### src/rtl/avalon_st_pkt_arbiter.sv
// Packet-granular round-robin arbiter: forwards whole SOP..EOP packets from one
// granted Avalon-ST sink at a time through a single registered source stage.
module avalon_st_pkt_arbiter #(
  parameter int DWIDTH        = 64,
  parameter int EMPTY_WIDTH   = $clog2(DWIDTH/8),
  parameter int N_PORTS       = 4,
  parameter int CHANNEL_WIDTH = $clog2(N_PORTS)
) (
  input  logic                             clk,
  input  logic                             rst_n,
  input  logic [N_PORTS*DWIDTH-1:0]        snk_data_i,
  input  logic [N_PORTS-1:0]               snk_valid_i,
  input  logic [N_PORTS-1:0]               snk_startofpacket_i,
  input  logic [N_PORTS-1:0]               snk_endofpacket_i,
  input  logic [N_PORTS*EMPTY_WIDTH-1:0]   snk_empty_i,
  output logic [N_PORTS-1:0]               snk_ready_o,
  output logic [DWIDTH-1:0]                src_data_o,
  output logic                             src_valid_o,
  output logic                             src_startofpacket_o,
  output logic                             src_endofpacket_o,
  output logic [EMPTY_WIDTH-1:0]           src_empty_o,
  output logic [CHANNEL_WIDTH-1:0]         src_channel_o,
  input  logic                             src_ready_i,
  output logic                             orphan_o
);

  typedef enum logic [0:0] {IDLE = 1'b0, BUSY = 1'b1} state_t;

  state_t                   state_r;
  logic [CHANNEL_WIDTH-1:0] gnt_r;
  logic [CHANNEL_WIDTH-1:0] last_r;
  logic [CHANNEL_WIDTH-1:0] next_gnt_s;
  logic [N_PORTS-1:0]       req_s;
  logic [N_PORTS-1:0]       orphan_s;
  logic [N_PORTS-1:0]       gnt_oh_s;
  logic [N_PORTS-1:0]       ready_s;
  logic                     adv_s;
  logic [DWIDTH-1:0]        sel_data_s;
  logic [EMPTY_WIDTH-1:0]   sel_empty_s;
  logic                     sel_valid_s;
  logic                     sel_sop_s;
  logic                     sel_eop_s;

  logic [DWIDTH-1:0]        src_data_r;
  logic                     src_valid_r;
  logic                     src_sop_r;
  logic                     src_eop_r;
  logic [EMPTY_WIDTH-1:0]   src_empty_r;
  logic [CHANNEL_WIDTH-1:0] src_channel_r;
  logic                     orphan_r;

  // Nearest requester after last_ptr wins: scanning farthest-first lets the closest overwrite.
  function automatic logic [CHANNEL_WIDTH-1:0] rr_pick(
    input logic [N_PORTS-1:0]       req,
    input logic [CHANNEL_WIDTH-1:0] last_ptr
  );
    logic [CHANNEL_WIDTH-1:0] pick;
    int                       idx;
    pick = last_ptr;
    for (int i = N_PORTS; i >= 1; i--) begin
      idx = (int'(last_ptr) + i) % N_PORTS;
      if (req[idx[CHANNEL_WIDTH-1:0]]) pick = idx[CHANNEL_WIDTH-1:0];
      else                             pick = pick;
    end
    return pick;
  endfunction

  // Per-port request/orphan classification and the round-robin choice.
  always_comb begin
    req_s      = snk_valid_i & snk_startofpacket_i;
    orphan_s   = snk_valid_i & ~snk_startofpacket_i;
    next_gnt_s = rr_pick(req_s, last_r);
    adv_s      = !src_valid_r || src_ready_i;
    gnt_oh_s   = '0;
    gnt_oh_s[gnt_r] = 1'b1;
  end

  // Mux of the granted port's beat.
  always_comb begin
    sel_data_s  = '0;
    sel_empty_s = '0;
    for (int k = 0; k < N_PORTS; k++) begin
      sel_data_s  = sel_data_s  | (snk_data_i[k*DWIDTH +: DWIDTH] & {DWIDTH{gnt_oh_s[k]}});
      sel_empty_s = sel_empty_s | (snk_empty_i[k*EMPTY_WIDTH +: EMPTY_WIDTH] & {EMPTY_WIDTH{gnt_oh_s[k]}});
    end
    sel_valid_s = |(snk_valid_i & gnt_oh_s);
    sel_sop_s   = |(snk_startofpacket_i & gnt_oh_s);
    sel_eop_s   = |(snk_endofpacket_i & gnt_oh_s);
  end

  // Ready steering: granted port follows adv; in IDLE only orphan beats are drained.
  always_comb begin
    ready_s = '0;
    if (!rst_n) begin
      ready_s = '0;
    end else begin
      case (state_r)
        BUSY:    ready_s = adv_s ? gnt_oh_s : '0;
        IDLE:    ready_s = orphan_s;
        default: ready_s = '0;
      endcase
    end
  end

  // Arbitration FSM and registered source stage.
  always_ff @(posedge clk or negedge rst_n) begin
    if (!rst_n) begin
      state_r       <= IDLE;
      gnt_r         <= '0;
      last_r        <= CHANNEL_WIDTH'(N_PORTS - 1);
      src_data_r    <= '0;
      src_valid_r   <= 1'b0;
      src_sop_r     <= 1'b0;
      src_eop_r     <= 1'b0;
      src_empty_r   <= '0;
      src_channel_r <= '0;
      orphan_r      <= 1'b0;
    end else begin
      orphan_r <= (state_r == IDLE) && (|orphan_s);
      case (state_r)
        IDLE: begin
          if (src_ready_i) src_valid_r <= 1'b0;
          if (|req_s) begin
            gnt_r   <= next_gnt_s;
            last_r  <= next_gnt_s;
            state_r <= BUSY;
          end
        end
        BUSY: begin
          if (adv_s) begin
            if (sel_valid_s) begin
              src_data_r    <= sel_data_s;
              src_valid_r   <= 1'b1;
              src_sop_r     <= sel_sop_s;
              src_eop_r     <= sel_eop_s;
              src_empty_r   <= sel_empty_s;
              src_channel_r <= gnt_r;
              if (sel_eop_s) state_r <= IDLE;
            end else begin
              src_valid_r <= 1'b0;
            end
          end
        end
        default: state_r <= IDLE;
      endcase
    end
  end

  assign snk_ready_o         = ready_s;
  assign src_data_o          = src_data_r;
  assign src_valid_o         = src_valid_r;
  assign src_startofpacket_o = src_sop_r;
  assign src_endofpacket_o   = src_eop_r;
  assign src_empty_o         = src_empty_r;
  assign src_channel_o       = src_channel_r;
  assign orphan_o            = orphan_r;

endmodule

### config.mk
export PLATFORM = sky130hd
export DESIGN_NAME = avalon_st_pkt_arbiter
export DESIGN_NICKNAME = d
export VERILOG_FILES = /design/src/rtl/avalon_st_pkt_arbiter.sv
export SDC_FILE = /design/constraint.sdc
export NUM_CORES = 1
export LEC_CHECK = 0
export CAP_MARGIN = 20
export CORE_AREA = 5 5 138 140
export CTS_CLUSTER_SIZE = 24
export DETAILED_ROUTE_END_ITERATION = 16
export DIE_AREA = 0 0 143 145
export GPL_ROUTABILITY_DRIVEN = 0
export GPL_TIMING_DRIVEN = 0
export PLACE_DENSITY = 0.67
export SLEW_MARGIN = 20
export SYNTH_ARGS = -nofsm -noshare
export SYNTH_HDL_FRONTEND = slang
export SYNTH_SLANG_ARGS = --single-unit
### constraint.sdc
create_clock -name clk -period 2.45 [get_ports clk]
set_clock_uncertainty 0.2 [all_clocks]
set_input_delay 0.3675 -clock clk [delete_from_list [all_inputs] [get_ports clk]]
set_output_delay 0.3675 -clock clk [all_outputs]
set_load 0.02 [all_outputs]
==> results of run 1 <==
## final cells by class
class                      count  area, um^2  share of cell area
inverter                       2       7.507           0.0008258
buffer                        25       158.9             0.01748
tap                          229       286.5             0.03152
sequential                    78        1956              0.2151
clock inverter                 7       121.4             0.01335
timing repair buffer         362        3642              0.4006
multi-input combinational    199        2694              0.2963
clock buffer                   9       225.2             0.02477
## cell families after synthesis
group,share of synthesized area
AND/OR/NAND/NOR,0.03672
buffers and inverters,0.03307
AO/OA/AOI/OAI,0.03385
multiplexers,0.4896
flip-flops,0.4068
## path summary, 6_finish.rpt
kind / startpoint / end / slack (ns) / cells after the start
min reg2reg: src_data_o[28] / src_data_o[28] / 0.29 / 1
max: rst_n / snk_ready_o[1] / 0.07 / 5
max reg2reg: gnt_r[0] / src_data_o[31] / 0.16 / 4
min in group asynchronous: rst_n / src_data_o[27] / 0.37 / 3
min: src_data_o[28] / src_data_o[28] / 0.29 / 1
max in group asynchronous: rst_n / last_r[1] / 1.40 / 3
## power groups by stage
| stage | registers [mW] | logic, mW | clock network, mW |
|---|---|---|---|
| 2_1_floorplan | 3.09 | 2.91 | 0 |
| 3_3_place_gp | 2.33 | 6.18 | 0 |
| 3_5_place_dp | 2.37 | 6.27 | 0 |
| 4_1_cts | 2.35 | 6.31 | 1.59 |
| 5_1_grt | 2.43 | 6.60 | 1.64 |
| 6_report | 2.35 | 6.17 | 1.55 |
## layout by cell type (no fill, tap or decap), types with 2 or more instances in the layout
cell type / count
mux2_1: 44
bufinv_16: 3
buf_6: 6
and2_1: 4
nand2_1: 9
o22ai_1: 4
dfrtp_1: 75
nand3_1: 5
buf_4: 2
o22a_1: 2
clkdlybuf4s50_1: 354
buf_2: 9
clkdlybuf4s15_2: 2
dfstp_2: 2
a21oi_1: 5
mux2_2: 26
clkinvlp_4: 3
a22oi_1: 2
clkbuf_16: 9
o21ai_0: 5
inv_1: 2
nor2_1: 5
nand2b_1: 5
buf_12: 2
and3_1: 3
clkbuf_1: 6
mux4_2: 69
## registers in the layout, summed over array words and instances, names as in the netlist
signal and cells:
gnt_r 2, src_valid_o 1, src_startofpacket_o 1, src_endofpacket_o 1, state_r 1, src_channel_o 2, last_r 2, src_data_o 64
orphan_o 1, src_empty_o 3
## cell usage after synthesis (all sizes together)
master   n  area (um^2)
o21ai    5        25.02
a31oi    1        6.260
mux2    70        788.3
nand2    9        33.78
dfstp    2        52.55
nor3b    1        7.510
buf     19        125.1
o41ai    1        8.760
mux4    69         1554
clkbuf   7        26.28
and2     4        25.02
inv      2        7.510
nand2b   6        37.54
mux2i    1        10.01
a22oi    2        15.01
dfrtp   76         1902
a21o     1        7.510
and4b    1        10.01
nand3    5        25.02
o311ai   1        8.760
o22a     2        17.52
o211ai   1        7.510
a41oi    1        8.760
o22ai    4        25.02
nor2     5        18.77
and3     3        18.77
o31ai    1        7.510
a21oi    5        25.02
## layer usage
layer / vias up / global-route usage / wire, um
met4: 0 / 0.04800 / 328
met1: 2226 / 0.2121 / 7142
met2: 238 / 0.3386 / 10480
met3: 28 / 0.05035 / 1751
li1: 1981 / - / -
met5: - / 0 / 0
## metrics by stage
step | hold slack [ns] | power, mW | TNS, ns
2_1_floorplan | -0.1281 | 6.004 | 0
3_3_place_gp | 0.2675 | 8.504 | -183.78
3_5_place_dp | 0.1929 | 8.641 | -7.870
4_1_cts | 0.2925 | 10.25 | 0
5_1_grt | 0.3038 | 10.68 | -0.009142
6_report | 0.2914 | 10.07 | 0
## repair_timing
action	4_1_cts	5_1_grt
gates cloned	0	0
resized for setup	15	3
hold buffers	2	0
pin swaps	0	0
setup endpoints to repair	4	14
hold endpoints to repair	40	0
==> impl_results.md, run 1 <==
- Status: finished, final reports clean
- Max-cap check violation count: 0
- CP required: 1.88 ns
- DRT Wirelength: 19710 um
- 1st-iter DRT viols: approximately 120
- Via count: around 4500
- Util after Layout: 0.5131
- Worst slew pin tran: between 0.6 and 0.7 ns
- CP max-delay cell: dlygate4sd3_1
- Crit path time final: 2.377 ns
- Power density cells: 1108 nW/um^2
- DR pass1 iterations: 5
- Drc violations: 0
- Detail Placement HPWL: between 15000 and 20000 um
- Drt via density: 4.910
- Port-buffer cells: 359
- Core area: around 18000 um^2
- Initial Utilization: 0.2712
- Row cnt: 49
- Crit path cell chain: dlygate4sd3_1 > buf_4 > buf_12 > and2_1 > dlygate4sd2_1
- Worst VDD drop: around 0.57 mV
- Sequential area share after synthesis: 0.4068
- Period utilization: 0.9702
- Post-synthesis net count: 588
- P&R area growth vs syn: 89.22%
- Largest stage delay, worst path: 0.54 ns
- Crit Path Category: in2out
- Final hold violations: 0
- # IOs: 360
- Synthesized area per cell: around 16 um^2
- Clock Power Share: 0.154
- Fraction of layout cells with a size suffix above 1: 0.2023
- Reg power frac: 0.233
- Die Ht: approximately 150 um
- Placed Cells: 894
- Clock transition at path regs: 0.06 ns
- Routed Antenna Nets: 0
- Grt ovf: 0
- Comb power frac: 0.613
- Total GRT Usage: 0.1855
- Area of the mapped netlist: approximately 4800 um^2
- First-pass GRT wire length: 29740 um
- Nets@finish: 960
- RSZ-0062 raised after global routing: yes
- Ys Warns: 0
- Switching portion of total power: 0.3654
- Slew HR: 0.5511
- Sw power: roughly 3.7 mW
- Critical path fanouts, max: 42
- Pre-CTS setup slack: -0.5310 ns
- Die Width: 143 um
- PnR worst setup slack: between 0.07 and 0.08 ns
- Max Slew Vio Count: 0
- Routed WL per cell: roughly 22 um
- Final std cells w/o fill: 911
- Final instance area: 9091 um^2
- Post-synthesis cell count: 305
- Vias in the first global route: 5081
- Delay-heaviest family, CP: buffers and inverters
- Distinct cell type count after synthesis: 32
- FILL cells: around 1500
- Largest net degree at the start of global routing: 43
- Worst-Skew Late Latency: 0.33 ns
- Worst setup EP type: primary output
- Synthesis-stage register bit count: 78
- Worst Path Buf+Inv: 4
- Startpoint Class: primary input
- Worst hold path class: reg2reg
- Placed Area: 8702 um^2
- Inserted Diodes: 0
- Clock sink count: 78
- Initial antenna violation count: 0
- Internal power: 6.390 mW
- Leak: ~3.5 nW
- H-tree depth: 3
- Final setup fails: 0
- Post-CTS Setup Inserts: 0
- Clock tree buffer depth: 2
- Die area: between 20000 and 25000 um^2
- Arr. time, crit path: 1.81 ns
- Inserted Clock Buffers: 9
- Root Driver: clkbuf_16
- CTS tree: done
- Achievable clock frequency: 420.7 MHz
Note: power is estimated with default switching activity, not from simulation.
==> inputs of run 2 (changes only) <==
SETUP_SLACK_MARGIN = 0.05   (was default)
==> impl_results.md, run 2 (same netlist as run 1, synthesis figures left out) <==
- Placed Cells: 894 (unchanged)
- Comb power frac: 0.615 (was 0.613)
- Most common cell after layout, fill and taps aside: clkdlybuf4s50_1 (unchanged)
- Worst-Skew Late Latency: 0.33 ns (about the same)
- Period utilization: 0.9425 (was 0.9702)
- Final hold violations: 0 (unchanged)
- Setup TNS: 0 ns (unchanged)
- Root Driver: clkbuf_16 (unchanged)
- 1st-iter DRT viols: 112 (was 124)
- CTS tree: done (unchanged)
- Drt via density: 4.931 (was 4.910)
- Power density cells: 1106 nW/um^2 (was 1108 nW/um^2)
- Nets@finish: 966 (was 960)
- Initial Utilization: 0.2712 (unchanged)
- Clock transition at path regs: 0.06 ns (about the same)
- Fraction of layout cells with a size suffix above 1: 0.2093 (was 0.2023)
- CP max-delay cell: dfrtp_2 (was dlygate4sd3_1)
- First-pass GRT wire length: 29990 um (was 29740 um)
- Min-delay src: src_data_o[31] (was src_data_o[28])
- P&R area growth vs syn: 90.52% (was 89.22%)
- Via count: 4522 (was 4473)
- M2 GR Usage: 0.3407 (was 0.3386)
- Worst slew pin tran: 0.6657 ns (was 0.6733 ns)
- R2r setup slk: 0.15 ns (was 0.16 ns)
- Final setup fails: 0 (unchanged)
- Row cnt: 49 (unchanged)
- Highest-count cells in the layout ignoring fill and taps: 354 x clkdlybuf4s50_1, 75 x dfrtp_1, 69 x mux4_2, 44 x mux2_1, 26 x mux2_2 (unchanged)
- H-tree depth: 3 (unchanged)
- Largest stage delay, worst path: 0.44 ns (was 0.54 ns)
- Met3 GRT Util: 0.04870 (was 0.05035)
- Leak: 3.536 nW (was 3.493 nW)
- Max-cap check violation count: 0 (unchanged)
- Met1 usage: 0.2152 (was 0.2121)
- Drc violations: 0 (unchanged)
- Busiest grt layer: met2 (unchanged)
- Vias in the first global route: 5108 (was 5081)
- Worst VDD drop: 0.5769 mV (was 0.5748 mV)
- Detail Placement HPWL: 16720 um (unchanged)
- Hold worst-path end: src_data_o[31] (was src_data_o[28])
- Achievable clock frequency: 433.1 MHz (was 420.7 MHz)
- Critical path fanouts, max: 10 (was 42)
- Grt ovf: 0 (unchanged)
- Largest net degree at the start of global routing: 41 (was 43)
- Routed Antenna Nets: 0 (unchanged)
- Inserted Clock Buffers: 9 (unchanged)
- End of the worst register-to-register path: src_data_o[31] (unchanged)
- Clock Power Share: 0.153 (was 0.154)
- Max Slew Vio Count: 0 (unchanged)
- Startpoint Class: register (was primary input)
- Crit path time final: 2.309 ns (was 2.377 ns)
- Worst setup EP type: primary output (unchanged)
- Initial antenna violation count: 0 (unchanged)
- Die Width: 143 um (unchanged)
- DR pass1 iterations: 4 (was 5)
- Port-buffer cells: 359 (unchanged)
- RSZ-0062 raised after global routing: yes (unchanged)
- CP required: 1.88 ns (about the same)
- RR Startpoint: gnt_r[0] (unchanged)
- Crit Path Category: reg2out (was in2out)
- Clock sink count: 78 (unchanged)
- Die Ht: 145 um (unchanged)
- Sw power: 3.692 mW (was 3.679 mW)
- Die area: 20740 um^2 (unchanged)
- Clock tree buffer depth: 2 (unchanged)
- Worst reg-to-reg path cell count: 4 (unchanged)
- Total power: 10.12 mW (was 10.07 mW)
- Min-Delay Path Depth: 1 (unchanged)
- Arr. time, crit path: 1.74 ns (was 1.81 ns)
- DRT Wirelength: 19830 um (was 19710 um)
- Switching portion of total power: 0.3647 (was 0.3654)
- Total GRT Usage: 0.1868 (was 0.1855)
- Max reg flops: 64 (unchanged)
- Core area: 17720 um^2 (unchanged)
- Worst hold slack: 0.2914 ns (about the same)
- Final std cells w/o fill: 917 (was 911)
- Routed WL per cell: 21.62 um (was 21.63 um)
- Crit path cell chain: buf_8 > buf_6 > o22ai_1 > and2_1 > dlygate4sd2_1 (was dlygate4sd3_1 > buf_4 > buf_12 > and2_1 > dlygate4sd2_1)
- Inserted Diodes: 0 (unchanged)
- # IOs: 360 (unchanged)
- Reg power frac: 0.232 (was 0.233)
- Internal power: 6.431 mW (was 6.390 mW)
- Slew HR: 0.5562 (was 0.5511)
- Worst hold path class: reg2reg (unchanged)
- Status: finished, final reports clean (unchanged)
## run 2: cell count changes in the layout (fill, tap and decap cells not counted)
| cell | previous run | this run |
|---|---|---|
| clkdlybuf4s15_1 | 1 | 0 |
| clkbuf_4 | 1 | 0 |
| buf_2 | 9 | 11 |
| buf_8 | 0 | 1 |
| dlygate4sd3_1 | 1 | 2 |
| clkbuf_2 | 1 | 2 |
| buf_4 | 2 | 5 |
| buf_12 | 2 | 4 |
| clkdlybuf4s15_2 | 2 | 0 |
## run 2: critical path, delay by kind of cell (launching register included)
family,cells,cell delay (ns)
buf+inv,3,0.64
flops,1,0.44
compound gates,1,0.17
simple gates,1,0.15
## run 2: what timing repair did
item,in CTS,in global routing
setup buffers,0,2
setup endpoints to repair,17,26
gates cloned,0,0
resized for setup,17,6
endpoints found under the hold margin,40,0
hold buffers,5,0
## run 2: how the worst max path moves through the flow
| stage | from | end | slack [ns] |
|---|---|---|---|
| 6_report | gnt_r[1] | snk_ready_o[1] | 0.14 |
| 5_1_grt | gnt_r[0] | src_data_o[36] | -0.005 |
| 4_1_cts | gnt_r[1] | snk_ready_o[3] | 0.04 |
| 3_5_place_dp | gnt_r[1] | snk_ready_o[3] | -0.53 |
| 3_3_place_gp | rst_n | snk_ready_o[3] | -2.74 |
| 2_1_floorplan | gnt_r[1] | snk_ready_o[2] | 0.45 |
## run 2: final cells by class
type / count / area [um^2]
clock buffers: 9 / 225.2
inverters: 2 / 7.507
flip-flops and latches: 78 / 1956
well taps: 229 / 286.5
clock inverters: 7 / 121.4
fillers: 1456 / 8564
repair buffers: 367 / 3690
multi-input cells: 199 / 2694
plain buffers: 26 / 173.9
## run 2: stage by stage
stage / worst slack (ns) / cell area [um^2] / util
after floorplan: 0.4524 / 4805 / -
after CTS: 0.04187 / 9149 / 0.5163
final: 0.1409 / 9154 / 0.5166
after global routing: -0.005467 / 9154 / 0.5166
after global placement: -2.738 / 8685 / 0.4901
after detailed placement: -0.5310 / 8702 / 0.4911
## run 2: layer usage
metal / part of all wire / wire (um)
met5: 0 / 0
met4: 0.017 / 332
met3: 0.088 / 1744
met2: 0.53 / 10540
met1: 0.36 / 7207
## run 2: power by group through the flow
stage / combinational, mW / sequential, mW / clock, mW
3_3_place_gp: 6.18 / 2.33 / 0
2_1_floorplan: 2.91 / 3.09 / 0
3_5_place_dp: 6.27 / 2.37 / 0
6_report: 6.23 / 2.35 / 1.55
5_1_grt: 6.65 / 2.43 / 1.64
4_1_cts: 6.34 / 2.35 / 1.59
==> inputs of run 3 (changes only) <==
PLACE_DENSITY = default   (was 0.67)
PLACE_DENSITY_LB_ADDON = 0.3   (was default)
==> impl_results.md, run 3 (same netlist as run 1, synthesis figures left out) <==
- Clock sink count: 78 (unchanged)
- Slew HR: 0.5736 (was 0.5562)
- Worst-Skew Late Latency: 0.33 ns (about the same)
- Max reg flops: 64 (unchanged)
- P&R area growth vs syn: 90.13% (was 90.52%)
- PnR worst setup slack: 0.1760 ns (was 0.1409 ns)
- R2r setup slk: 0.20 ns (was 0.15 ns)
- Total power: 9.931 mW (was 10.12 mW)
- Startpoint Class: primary input (was register)
- Inserted Diodes: 0 (unchanged)
- Comb power frac: 0.630 (was 0.615)
- Sw power: 3.673 mW (was 3.692 mW)
- Arr. time, crit path: 1.71 ns (was 1.74 ns)
- Core area: 17720 um^2 (unchanged)
- Period utilization: 0.9282 (was 0.9425)
- Root Driver: clkbuf_16 (unchanged)
- Power density cells: 1087 nW/um^2 (was 1106 nW/um^2)
- Critical path fanouts, max: 6 (was 10)
- Largest net degree at the start of global routing: 43 (was 41)
- Largest stage delay, worst path: 0.54 ns (was 0.44 ns)
- Met3 GRT Util: 0.04475 (was 0.04870)
- Internal power: 6.257 mW (was 6.431 mW)
- FILL cells: 1506 (was 1456)
- DR pass1 iterations: 4 (unchanged)
- Switching portion of total power: 0.3699 (was 0.3647)
- Routed WL per cell: 20.83 um (was 21.62 um)
- Inserted Clock Buffers: 9 (unchanged)
- Clock tree buffer depth: 2 (unchanged)
- Met1 usage: 0.2062 (was 0.2152)
- Achievable clock frequency: 439.7 MHz (was 433.1 MHz)
- Initial antenna violation count: 0 (unchanged)
- Final std cells w/o fill: 916 (was 917)
- Detail Placement HPWL: 15820 um (was 16720 um)
- Nets@finish: 965 (was 966)
- Delay-heaviest family, CP: buffers and inverters (unchanged)
- End of the worst register-to-register path: src_data_o[46] (was src_data_o[31])
- M2 GR Usage: 0.3268 (was 0.3407)
- Sequential standard cell area: 1956 um^2 (unchanged)
- H-tree depth: 3 (unchanged)
- Die Width: 143 um (unchanged)
- Final setup fails: 0 (unchanged)
- Placed Cells: 894 (unchanged)
- Max Slew Vio Count: 0 (unchanged)
- Worst setup EP type: primary output (unchanged)
- Clock Power Share: 0.133 (was 0.153)
- Crit path time final: 2.274 ns (was 2.309 ns)
- Row cnt: 49 (unchanged)
- Vias in the first global route: 5080 (was 5108)
- Worst Path Buf+Inv: 4 (was 3)
- Fraction of layout cells with a size suffix above 1: 0.2067 (was 0.2093)
- Crit path depth: 5 (unchanged)
- Die area: 20740 um^2 (unchanged)
- Crit path cell chain: dlygate4sd3_1 > buf_4 > buf_16 > and2_1 > dlygate4sd2_1 (was buf_8 > buf_6 > o22ai_1 > and2_1 > dlygate4sd2_1)
- Reg power frac: 0.237 (was 0.232)
- Port-buffer cells: 359 (unchanged)
- Die Ht: 145 um (unchanged)
- Most common cell after layout, fill and taps aside: clkdlybuf4s50_1 (unchanged)
- Initial Utilization: 0.2712 (unchanged)
- Highest-count cells in the layout ignoring fill and taps: 354 x clkdlybuf4s50_1, 75 x dfrtp_1, 69 x mux4_2, 44 x mux2_1, 26 x mux2_2 (unchanged)
- Worst Setup SP: rst_n (was gnt_r[1])
- Min-Delay Path Depth: 1 (unchanged)
- CTS tree: done (unchanged)
- Drc violations: 0 (unchanged)
- Final hold violations: 0 (unchanged)
- Drt via density: 4.828 (was 4.931)
- CP required: 1.88 ns (about the same)
- Util after Layout: 0.5156 (was 0.5166)
- DRT Wirelength: 19080 um (was 19830 um)
- RSZ-0062 raised after global routing: no (was yes)
- Worst hold path class: reg2reg (unchanged)
- Status: finished, final reports clean (unchanged)
- # IOs: 360 (unchanged)
- Busiest grt layer: met2 (unchanged)
- Pre-CTS setup slack: -0.6327 ns (was -0.5310 ns)
- Clock transition at path regs: 0.06 ns (about the same)
- Grt ovf: 0 (unchanged)
- 1st-iter DRT viols: 133 (was 112)
- First-pass GRT wire length: 28910 um (was 29990 um)
- Worst hold slack: 0.2881 ns (was 0.2914 ns)
- Max-cap check violation count: 0 (unchanged)
- Worst reg-to-reg path cell count: 6 (was 4)
- CP max-delay cell: dlygate4sd3_1 (was dfrtp_2)
- Leak: 3.522 nW (was 3.536 nW)
- Via count: 4422 (was 4522)
- Multi-input gate area: 2694 um^2 (unchanged)
- RR Startpoint: gnt_r[1] (was gnt_r[0])
- Worst slew pin tran: 0.6396 ns (was 0.6657 ns)
- Crit path capture: snk_ready_o[1] (unchanged)
- Routed Antenna Nets: 0 (unchanged)
- Total GRT Usage: 0.1800 (was 0.1868)
- Crit Path Category: in2out (was reg2out)
- Worst VDD drop: 0.5479 mV (was 0.5769 mV)
[run 3: changes by cell type in the layout (fill, tap and decap cells not counted), sizes merged]
cell / change
clkinvlp: -1
bufinv: -2
clkinv: +3
buf: -8
clkdlybuf4s15: +2
inv: -1
clkbuf: +6
[run 3: power by group through the flow]
stage / clock network [mW] / registers, mW / logic (mW)
CTS: 1.37 / 2.37 / 6.37
detailed placement: 0 / 2.38 / 6.28
global placement: 0 / 2.34 / 6.16
finish: 1.32 / 2.35 / 6.26
floorplan: 0 / 3.09 / 2.91
global route: 1.43 / 2.44 / 6.70
[run 3: worst min-delay path by stage]
stage                startpoint                to  slack (ns)
5_1_grt          src_data_o[17]    src_data_o[17]        0.31
3_5_place_dp              rst_n    src_data_o[14]        0.16
2_1_floorplan             rst_n          gnt_r[0]       -0.13
6_report         src_data_o[45]    src_data_o[45]        0.29
3_3_place_gp   src_channel_o[0]  src_channel_o[0]        0.27
4_1_cts          src_data_o[17]    src_data_o[17]        0.29
[run 3: worst reg2reg max path, delay by kind of cell (launching register included)]
family | cells | cell delay, ns
multiplexers | 2 | 0.82
buffers and inverters | 3 | 0.55
flip-flops | 1 | 0.38
AND/OR/NAND/NOR | 1 | 0.17
[run 3: layer usage]
metal / routed length (um) / vias to the layer above
met5: 0 / -
met3: 1482 / 25
met4: 329 / 0
met1: 7028 / 2200
li1: - / 1991
met2: 10240 / 206
[run 3: through the flow]
step / setup TNS (ns) / cell area [um^2]
floorplan: 0 / 4805
global placement: -170.55 / 8685
detailed placement: -9.302 / 8710
CTS: 0 / 9116
global route: 0 / 9135
finish: 0 / 9135
[run 3: area by class of cell]
| cell class | instances | share of cell area |
|---|---|---|
| timing repair buffer | 366 | 0.4053 |
| tap | 229 | 0.03137 |
| sequential | 78 | 0.2141 |
| multi-input combinational | 199 | 0.2949 |
| inverter | 2 | 0.0008218 |
| clock inverter | 6 | 0.006985 |
| buffer | 26 | 0.02150 |
| clock buffer | 10 | 0.02507 |
[run 3: what timing repair did]
item / CTS / global route
hold buffers: 5 / 0
setup buffers: 0 / 1
hold endpoints to repair: 34 / 0
gates resized for setup: 21 / 8
gates cloned: 0 / 0
setup endpoints to repair: 30 / 34
